$ cat config.mk
export PLATFORM = sky130hd
export DESIGN_NAME = cmp_iter
export DESIGN_NICKNAME = d
export VERILOG_FILES = /design/src/rtl/cmp_iter.sv
export SDC_FILE = /design/constraint.sdc
export NUM_CORES = 1
export LEC_CHECK = 0
export CORE_MARGIN = 2
export CORE_UTILIZATION = 30
export CTS_BUF_LIST = sky130_fd_sc_hd__clkbuf_2
export CTS_CLUSTER_DIAMETER = 120
export DETAILED_ROUTE_END_ITERATION = 12
export RECOVER_POWER = 50
export SKIP_CTS_REPAIR_TIMING = 1
export SLEW_MARGIN = 10
export SYNTH_ARGS = -nofsm -noshare
export SYNTH_HDL_FRONTEND = slang
export SYNTH_SLANG_ARGS = --single-unit
$ cat constraint.sdc
create_clock -name clk_i -period 6.8 [get_ports clk_i]
set_input_delay 1.36 -clock clk_i [delete_from_list [all_inputs] [get_ports clk_i]]
set_output_delay 1.36 -clock clk_i [all_outputs]
set_load 0.005 [all_outputs]
$ cat src/rtl/cmp_iter.sv
// Multi-cycle MSB-first magnitude comparator with valid/ready request and result ports.
// Optional min/max result outputs are enabled by defining CMP_MINMAX_EN.
module cmp_iter #(
    parameter int unsigned WIDTH = 32,
    parameter int unsigned CHUNK = 8
) (
    input  logic             clk_i,
    input  logic             rst_ni,
    input  logic             valid_i,
    output logic             ready_o,
    input  logic [WIDTH-1:0] a_i,
    input  logic [WIDTH-1:0] b_i,
    input  logic             signed_i,
    output logic             valid_o,
    input  logic             ready_i,
    output logic             equal_o,
    output logic             alarger_o,
`ifdef CMP_MINMAX_EN
    output logic [WIDTH-1:0] min_o,
    output logic [WIDTH-1:0] max_o,
`endif
    output logic             blarger_o
);

    localparam int unsigned N     = WIDTH / CHUNK;
    localparam int unsigned IDX_W = (N > 1) ? $clog2(N) : 1;
    localparam logic [WIDTH-1:0] MSB_MASK = {1'b1, {(WIDTH-1){1'b0}}};

    typedef enum logic [1:0] {IDLE, BUSY, DONE} state_e;

    state_e             state_q, state_d;
    logic [WIDTH-1:0]   a_q, a_d, b_q, b_d;
    logic [IDX_W-1:0]   idx_q, idx_d;
    logic               valid_q, valid_d;
    logic               eq_q, eq_d, agt_q, agt_d, bgt_q, bgt_d;
`ifdef CMP_MINMAX_EN
    logic [WIDTH-1:0]   ao_q, ao_d, bo_q, bo_d;
    logic [WIDTH-1:0]   min_q, min_d, max_q, max_d;
`endif

    logic [CHUNK-1:0]   a_sl [N];
    logic [CHUNK-1:0]   b_sl [N];
    logic [CHUNK-1:0]   a_cur, b_cur;
    logic               accept;

    // Slice view of the biased operands
    for (genvar g = 0; g < N; g++) begin : g_slice
        assign a_sl[g] = a_q[g*CHUNK +: CHUNK];
        assign b_sl[g] = b_q[g*CHUNK +: CHUNK];
    end

    assign a_cur   = a_sl[idx_q];
    assign b_cur   = b_sl[idx_q];
    assign ready_o = rst_ni && ((state_q == IDLE) || ((state_q == DONE) && ready_i));
    assign accept  = valid_i && ready_o;

    // Next-state and datapath
    always_comb begin
        state_d = state_q;
        a_d     = a_q;
        b_d     = b_q;
        idx_d   = idx_q;
        valid_d = valid_q;
        eq_d    = eq_q;
        agt_d   = agt_q;
        bgt_d   = bgt_q;
`ifdef CMP_MINMAX_EN
        ao_d    = ao_q;
        bo_d    = bo_q;
        min_d   = min_q;
        max_d   = max_q;
`endif
        case (state_q)
            IDLE: ;
            BUSY: begin
                if (a_cur != b_cur) begin
                    agt_d   = (a_cur > b_cur);
                    bgt_d   = (a_cur < b_cur);
                    valid_d = 1'b1;
                    state_d = DONE;
`ifdef CMP_MINMAX_EN
                    min_d   = (a_cur > b_cur) ? bo_q : ao_q;
                    max_d   = (a_cur > b_cur) ? ao_q : bo_q;
`endif
                end else if (idx_q == '0) begin
                    eq_d    = 1'b1;
                    valid_d = 1'b1;
                    state_d = DONE;
`ifdef CMP_MINMAX_EN
                    min_d   = ao_q;
                    max_d   = ao_q;
`endif
                end else begin
                    idx_d = idx_q - IDX_W'(1);
                end
            end
            DONE: begin
                if (ready_i) begin
                    valid_d = 1'b0;
                    eq_d    = 1'b0;
                    agt_d   = 1'b0;
                    bgt_d   = 1'b0;
                    state_d = IDLE;
                end
            end
            default: state_d = IDLE;
        endcase

        // Request load, from IDLE or chained out of DONE
        if (accept) begin
            a_d     = signed_i ? (a_i ^ MSB_MASK) : a_i;
            b_d     = signed_i ? (b_i ^ MSB_MASK) : b_i;
            idx_d   = IDX_W'(N - 1);
            state_d = BUSY;
`ifdef CMP_MINMAX_EN
            ao_d    = a_i;
            bo_d    = b_i;
`endif
        end
    end

    always_ff @(posedge clk_i) begin
        if (!rst_ni) begin
            state_q <= IDLE;
            a_q     <= '0;
            b_q     <= '0;
            idx_q   <= '0;
            valid_q <= 1'b0;
            eq_q    <= 1'b0;
            agt_q   <= 1'b0;
            bgt_q   <= 1'b0;
`ifdef CMP_MINMAX_EN
            ao_q    <= '0;
            bo_q    <= '0;
            min_q   <= '0;
            max_q   <= '0;
`endif
        end else begin
            state_q <= state_d;
            a_q     <= a_d;
            b_q     <= b_d;
            idx_q   <= idx_d;
            valid_q <= valid_d;
            eq_q    <= eq_d;
            agt_q   <= agt_d;
            bgt_q   <= bgt_d;
`ifdef CMP_MINMAX_EN
            ao_q    <= ao_d;
            bo_q    <= bo_d;
            min_q   <= min_d;
            max_q   <= max_d;
`endif
        end
    end

    assign valid_o   = valid_q;
    assign equal_o   = eq_q;
    assign alarger_o = agt_q;
    assign blarger_o = bgt_q;
`ifdef CMP_MINMAX_EN
    assign min_o     = min_q;
    assign max_o     = max_q;
`endif

endmodule

==> results.yml, run 1 <==
die:
  start_util_pct: 30.75
  core_sq_um: 10890
  rows: 38
  die_w_um: 109.6
  die_area_sq_um: 12020
  die_y_um: 109.6
  ioPinCount: 74
cells_and_area:
  nets: 502
  final_area_sq_um: 4244
  nFillCells: 1129
  area.growth.synth_to_final_pct: 26.76
  drive_gt1_share_pct: 9.091
routing:
  firstDrtPassIters: 4
  totalWireLength_um: 7460
  wl_per_cell_um: 13.09
  drcViolationCount: 0
  routed-via-count: 2569
  ant_nets: 0
  avgViaCountPerCell: 4.507
  first_iter_violations: 94
critical_path:
  cp_top_family: "buffers and inverters"
  cp_max_fo: 76
  required_ps: 7250
  crit_slowest_cell: "clkbuf_1"
  endpoint_kind: "flop"
  path_cells: "buf_2, and4b_2, clkbuf_1, nand2_1, a21boi_1"
  worst-setup-path-type: "primary input to flop"
  worstSetupStartpointType: "primary input"
  cp_data_arrival_time_ps: 5010
  cp_num_buf_inv: 2
  slowest_delay_ps: 1920
sta:
  relSlewSlack_pct: -80.77
  fin_crit_ps: 4557
  worstMarginPinSlew_ps: 2712
  hold_viol: 0
  maxSlewViolCount: 69
  clock_skew_ps: 20.82
  rsz0062_at_grt: "no"
  finalSetupViolCount: 0
  fmax_ghz: 0.2194
  fin_setup_tns_ps: 0
  period_share_pct: 67.02
pwr:
  power_density_nw_per_um2: 211.3
  leakagePower_nw: 1.508
  peakVddDrop_mv: 0.07961
place:
  postPlaceCellArea_sq_um: 4128
  dpl.hpwl_um: 5080
  gp_routability_congestion: 0.7745
  io_buffers: 73
logic_synthesis:
  post_synth.cell_area_avg_sq_um: 9.173
  yosysUniqueCellTypes: 35
  ys_ff_latch: 72
  synth_nets: 443
  synth_cells: 365
  synth.cell_area_sq_um: 3348
  synth_sequential_area_ratio_pct: 43.05
  ys_warn_count: 0
global_route:
  gr-usage-all-layers_pct: 13.30
  grt_max_degree: 77
  antenna_found_initial: 1
  grt_pass1_wl_um: 12160
  grt_pass1_vias: 2677
  overflow: 0
cts:
  clkTransAtPathRegs_ps: 200
  clk_latency_ps: 520
  htree_levels: 3
  tritoncts: "done"
  cts_made_buffers: 9
  cts_buffer_depth: 2
  cts.sink_count: 72
  cts_root_buf: "clkbuf_2"
hold_path:
  hp-class: "flop to flop"
job:
  drv_cap: 1
outcome:
  violations: "capacitance limit, slew limit"
  outcome: "finished, violations left"
[cell families (layout without fill, tap and decap cells)]
kind of cell | Yosys count | in the layout | share of synthesized area (%)
and+or+nand+nor | 148 | 148 | 18.98
adders and majority gates | 9 | 9 | 3.363
muxes | 16 | 16 | 10.76
AOI/OAI and AO/OA | 80 | 80 | 17.83
xor gates and xnor gates | 3 | 3 | 0.7849
other | 0 | 1 | 0
DFF | 72 | 72 | 43.05
buffers and inverters | 37 | 101 | 5.232
[metrics by stage]
stage | cells | util (%) | setup slack, ps | total power [mW] | hold slack, ps
after floorplan | 365 | - | 3647 | 0.5640 | 431.9
after global placement | 553 | 37.91 | 2425 | 0.6278 | 438.6
after detailed placement | 553 | 37.91 | 2412 | 0.6315 | 445.7
after CTS | 569 | 39.22 | 2417 | 0.9172 | 468.2
after global routing | 570 | 38.98 | 1684 | 0.9448 | 505.3
final | 570 | 38.98 | 2243 | 0.8967 | 469.1
[power by group]
part	internal (mW)	switching [mW]
sequential	0.446	0.0203
combinational	0.0864	0.0614
clock	0.125	0.158
total	0.657	0.240
[cell usage in the layout, fill, tap and decap left out, types with 2 or more instances in the layout]
| cell | instances |
|---|---|
| a21boi_0 | 58 |
| a21boi_1 | 7 |
| a21oi_1 | 5 |
| bufinv_16 | 2 |
| clkbuf_2 | 10 |
| clkdlybuf4s50_1 | 68 |
| clkinvlp_4 | 2 |
| dfxtp_1 | 72 |
| dlygate4sd3_1 | 4 |
| ha_1 | 9 |
| inv_1 | 10 |
| mux4_2 | 16 |
| nand2_1 | 130 |
| nand2b_1 | 2 |
| nand4_1 | 2 |
| nor2_1 | 4 |
| o211a_1 | 2 |
| o21ai_0 | 2 |
| xnor2_1 | 3 |
[per-layer routing]
layer  vias up  GRT usage [%]  share of wire [%]
met2        47          22.62                 47
met1      1158          15.84                 47
li1       1354              -                  -
met4         0          5.967                1.7
met3        10          3.260                4.1
met5         -              0                  0
[final timing paths]
path,from,to,slack [ps],cells past startpoint
setup / recovery,rst_ni,b_q[15],2240,5
hold / removal,b_q[16],b_q[16],470,2
hold reg to reg,b_q[16],b_q[16],470,2
setup reg to reg,state_q[1],b_q[15],3560,5
[synth_stat cells (all sizes together)]
| cell | number | area [sq um] |
|---|---|---|
| a211oi | 1 | 7.510 |
| mux4 | 16 | 360.4 |
| nand4 | 3 | 31.28 |
| and2b | 1 | 7.510 |
| o21a | 1 | 7.510 |
| dfxtp | 72 | 1441 |
| and3b | 1 | 10.01 |
| nor2 | 4 | 15.01 |
| clkbuf | 9 | 33.78 |
| xnor2 | 3 | 26.28 |
| buf | 18 | 103.9 |
| nand4b | 1 | 8.760 |
| o21ai | 3 | 18.76 |
| o211ai | 1 | 7.510 |
| inv | 10 | 37.54 |
| o41a | 1 | 12.51 |
| and2 | 1 | 7.510 |
| or4b | 1 | 10.01 |
| ha | 9 | 112.6 |
| nor4 | 1 | 21.27 |
| and4b | 1 | 10.01 |
| o211a | 2 | 20.02 |
| a21oi | 5 | 25.02 |
| nand3b | 1 | 7.510 |
| nand2 | 130 | 488.0 |
| o311a | 1 | 10.01 |
| nand2b | 2 | 12.51 |
| a21boi | 65 | 488.0 |
| nor2b | 1 | 6.260 |
[worst min-delay path: cells and delay by family, from the launching register on]
family | cells | cell delay, ps
flops | 1 | 350
simple gates | 1 | 50
compound gates | 1 | 50
[state kept, by name (all words and copies together) (netlist names)]
register / count
b_q: 32
state_q: 2
alarger_o: 1
valid_o: 1
blarger_o: 1
equal_o: 1
idx_q: 2
a_q: 32
[layout make-up]
cell class,count,area [sq um],share of cell area (%)
multi-input cells,256,1708,40.24
flip-flops and latches,72,1441,33.96
well taps,140,175.2,4.127
clock buffers,10,50.05,1.179
clock inverters,6,92.59,2.182
inverters,10,37.54,0.8844
diodes,1,2.502,0.05896
repair buffers,75,737.0,17.36
(Power assumes the default switching activity.)
==> run 2: changes to the inputs <==
==> constraint.sdc (replaced) <==
create_clock -name clk_i -period 4 [get_ports clk_i]
set_input_delay 0.8 -clock clk_i [delete_from_list [all_inputs] [get_ports clk_i]]
set_output_delay 0.8 -clock clk_i [all_outputs]
set_load 0.005 [all_outputs]
==> results.yml, run 2 (same netlist as run 1, synthesis figures left out) <==
outcome:
  outcome: "finished clean"
critical_path:
  endpoint: "ready_o"
  endpoint_kind: "primary output"
  worstSetupStartpointType: "primary input"
  path_cells: "clkdlybuf4s50_1, nand2b_1, and3b_2, clkdlybuf4s50_1"
  critPathLaunch: "ready_i"
  crit_slowest_cell: "clkdlybuf4s50_1"
  rr_startpoint: "idx_q[1]"
  cpMostUsedCell: "clkdlybuf4s50_1"
  r2r_slack_ps: 1140
  worst-setup-path-type: "primary input to primary output"
  cp_data_arrival_time_ps: 2130
  cp_max_fo: 4
  ff2ff_path_depth: 6
  rr_endpoint: "blarger_o"
  required_ps: 3200
  slowest_delay_ps: 490
cells_and_area:
  final_common_cell: "nand2_1"
  final_cell_mix: "nand2_1, dfxtp_1, clkdlybuf4s50_1"
  fin_util_pct: 39.16
  drive_gt1_share_pct: 10.21
  top_regs: "a_q (32), b_q (32)"
  nets: 504
  area.growth.synth_to_final_pct: 27.35
cts:
  cts.sink_count: 72
  htree_levels: 3
  cts_root_buf: "clkbuf_2"
  tritoncts: "done"
  clkTransAtPathRegs_ps: 170
  clk_latency_ps: 500
  cts_buffer_depth: 2
  cts_made_buffers: 9
sta:
  hold_viol: 0
  period_share_pct: 73.33
  rsz0062_at_grt: "no"
  clock_skew_ps: 15.82
  fmax_ghz: 0.3409
  finalSetupViolCount: 0
  worstMarginPinSlew_ps: 1216
  maxSlewViolCount: 0
  relSlewSlack_pct: 18.91
  fin_crit_ps: 2933
  fin_setup_tns_ps: 0
global_route:
  busiest_layer: "met2"
  grt_use_met2_pct: 22.00
  grt_pass1_vias: 2592
  overflow: 0
  grt_pass1_wl_um: 12230
  grt_max_degree: 76
  use_met1_pct: 16.53
  gr-usage-all-layers_pct: 13.37
  antenna_found_initial: 1
  use_met3_pct: 3.497
routing:
  first_iter_violations: 113
  ant_nets: 0
  totalWireLength_um: 7324
  wl_per_cell_um: 12.80
  avgViaCountPerCell: 4.654
  firstDrtPassIters: 4
  routed-via-count: 2662
  drcViolationCount: 0
die:
  start_util_pct: 30.75
  die_y_um: 109.6
  die_area_sq_um: 12020
  ioPinCount: 74
  rows: 38
  die_w_um: 109.6
  core_sq_um: 10890
job:
  drv_cap: 0
hold_path:
  hp-class: "flop to flop"
place:
  io_buffers: 73
  gp_routability_congestion: 0.7430
  dpl.hpwl_um: 5403
pwr:
  seq_power_share_pct: 54.6
  swShare_pct: 27.25
  power_density_nw_per_um2: 339.0
  switching_power_mw: 0.3939
  peakVddDrop_mv: 0.1307
  leakagePower_nw: 1.511
  power_frac_clock_pct: 27.2
  intPower_mw: 1.052
  comb_power_share_pct: 18.3
-- run 2: cell types whose count changed in the layout (fill, tap and decap cells not counted), sizes merged --
cell	delta
buf	+2
inv	-1
clkdlybuf4s50	+3
dlygate4sd3	-3
bufinv	-1
clkinv	+2
-- run 2: cell type report --
class                      instances  area, sq um
timing repair buffer              77        765.7
antenna                            1        2.502
tap                              140        175.2
multi-input combinational        256         1732
fill                            1080         6624
clock buffer                      10        50.05
clock inverter                     6        60.06
inverter                          10        37.54
sequential                        72         1441
-- run 2: through the flow --
step | hold WS, ps | power (mW) | worst slack (ps) | std cells | instance area, sq um
final | 465.0 | 1.446 | 1067 | 572 | 4264
after global routing | 486.3 | 1.533 | 838.6 | 572 | 4264
after CTS | 467.8 | 1.471 | 1053 | 571 | 4265
after detailed placement | 446.3 | 1.073 | 1059 | 555 | 4155
after global placement | 442.2 | 1.068 | 1123 | 555 | 4155
after floorplan | 431.9 | 0.9588 | 1523 | 365 | 3348
-- run 2: how the worst min path moves through the flow --
stage,cells after the start,startpoint,to
after CTS,2,a_q[1],a_q[1]
after detailed placement,2,a_q[1],a_q[1]
final,2,a_q[1],a_q[1]
after global routing,2,a_q[1],a_q[1]
after global placement,2,b_q[15],b_q[15]
after floorplan,2,b_q[16],b_q[16]
-- run 2: worst max-delay path, delay by kind of cell --
family	cells	cell delay (ps)
buffers and inverters	2	980
and+or+nand+nor	2	360
-- run 2: layer usage --
metal  part of all wire [%]  vias up
met3                    4.0        8
li1                       -     1359
met5                      0        -
met4                    1.6        0
met2                     49       53
met1                     46     1242
-- run 2: power by group through the flow --
stage / clock [mW] / combinational [mW] / sequential, mW
floorplan: 0 / 0.173 / 0.786
global placement: 0 / 0.262 / 0.805
detailed placement: 0 / 0.268 / 0.805
CTS: 0.412 / 0.269 / 0.790
global route: 0.442 / 0.294 / 0.797
finish: 0.392 / 0.264 / 0.789
==> run 3: changes to the inputs <==
==> constraint.sdc (replaced) <==
create_clock -name clk_i -period 3 [get_ports clk_i]
set_input_delay 0.6 -clock clk_i [delete_from_list [all_inputs] [get_ports clk_i]]
set_output_delay 0.6 -clock clk_i [all_outputs]
set_load 0.005 [all_outputs]
==> results.yml, run 3 (same netlist as run 1, synthesis figures left out) <==
outcome:
  outcome: "finished clean"
sta:
  worstMarginPinSlew_ps: 1229
  fin_crit_ps: 2607
  clock_skew_ps: 23.52
  finalSetupViolCount: 0
  fmax_ghz: 0.3836
  rsz0062_at_grt: "no"
  period_share_pct: 86.90
  hold_viol: 0
  fin_setup_tns_ps: 0
  maxSlewViolCount: 0
  relSlewSlack_pct: 18.04
  worst_slack_ps: 392.9
cts:
  cts_buffer_depth: 2
  clk_latency_ps: 520
  cts.sink_count: 72
  cts_root_buf: "clkbuf_2"
  tritoncts: "done"
  htree_levels: 3
  cts_made_buffers: 9
  clkTransAtPathRegs_ps: 170
routing:
  firstDrtPassIters: 4
  routed-via-count: 2634
  drcViolationCount: 0
  avgViaCountPerCell: 4.573
  first_iter_violations: 85
  wl_per_cell_um: 12.90
  totalWireLength_um: 7428
  ant_nets: 0
global_route:
  overflow: 0
  gr-usage-all-layers_pct: 13.24
  grt_pass1_wl_um: 12130
  grt_pass1_vias: 2595
  grt_max_degree: 74
  antenna_found_initial: 1
cells_and_area:
  final_cell_mix: "nand2_1, dfxtp_1, clkdlybuf4s50_1"
  seq_area_sq_um: 1441
  top_regs: "a_q (32), b_q (32)"
  drive_gt1_share_pct: 10.80
  multi_input_area_sq_um: 1732
  nFillCells: 1102
  nets: 508
  final_common_cell: "nand2_1"
  fin_util_pct: 40.19
  fin_cells: 576
  area.growth.synth_to_final_pct: 30.68
critical_path:
  worst-setup-path-type: "primary input to primary output"
  required_ps: 2400
  cp_data_arrival_time_ps: 2010
  cp_max_fo: 4
  worstSetupStartpointType: "primary input"
  endpoint_kind: "primary output"
die:
  die_y_um: 109.6
  die_w_um: 109.6
  core_sq_um: 10890
  start_util_pct: 30.75
  ioPinCount: 74
  die_area_sq_um: 12020
  rows: 38
hold_path:
  hp-class: "flop to flop"
place:
  dpl.hpwl_um: 5410
  gp_routability_congestion: 0.7998
  io_buffers: 73
  place_inst: 559
  dp_slack_ps: 478.3
pwr:
  power_density_nw_per_um2: 500.3
  p_total_mw: 2.189
  peakVddDrop_mv: 0.2156
  leakagePower_nw: 1.565
job:
  drv_cap: 0
[run 3: cell count changes in the layout (fill, tap and decap cells not counted), sizes merged]
cell,change
clkbuf,-1
bufinv,+3
clkinvlp,-2
buf,+4
[run 3: layout make-up]
type / count / share of cell area, %
tap: 140 / 4.003
sequential: 72 / 32.94
clock inverter: 7 / 3.060
clock buffer: 9 / 1.029
multi-input combinational: 256 / 39.58
timing repair buffer: 81 / 18.47
antenna: 1 / 0.05719
inverter: 10 / 0.8579
[run 3: worst max-delay path, cell delays in order]
cell and delay (ps):
dlygate4sd3_1 550, nand2b_1 190, and3b_2 220, clkdlybuf4s50_1 440
[run 3: worst paths after layout]
path / start / to / slack [ps] / cells after the start
worst max-delay path: ready_i / ready_o / 390 / 4
worst min-delay path: b_q[23] / b_q[23] / 470 / 2
worst max register to register: idx_q[1] / alarger_o / 570 / 7
worst min register to register: b_q[23] / b_q[23] / 470 / 2
[run 3: through the flow]
step	hold WS, ps	cell area, sq um
2_1_floorplan	431.9	3348
3_3_place_gp	439.8	4198
3_5_place_dp	445.1	4198
4_1_cts	466.7	4377
5_1_grt	493.2	4375
6_report	466.8	4375
[run 3: metal layers]
layer | GRT usage [%] | part of all wire (%) | up-vias
li1 | - | - | 1367
met1 | 16.47 | 47 | 1212
met2 | 21.87 | 47 | 45
met3 | 3.142 | 4.1 | 10
met4 | 5.696 | 1.6 | 0
met5 | 0 | 0 | -
[run 3: report_power, final]
part           switching [mW]  internal [mW]  total (mW)
Sequential             0.0277           1.01        1.04
Clock                   0.339          0.437       0.776
Combinational           0.168          0.207       0.375
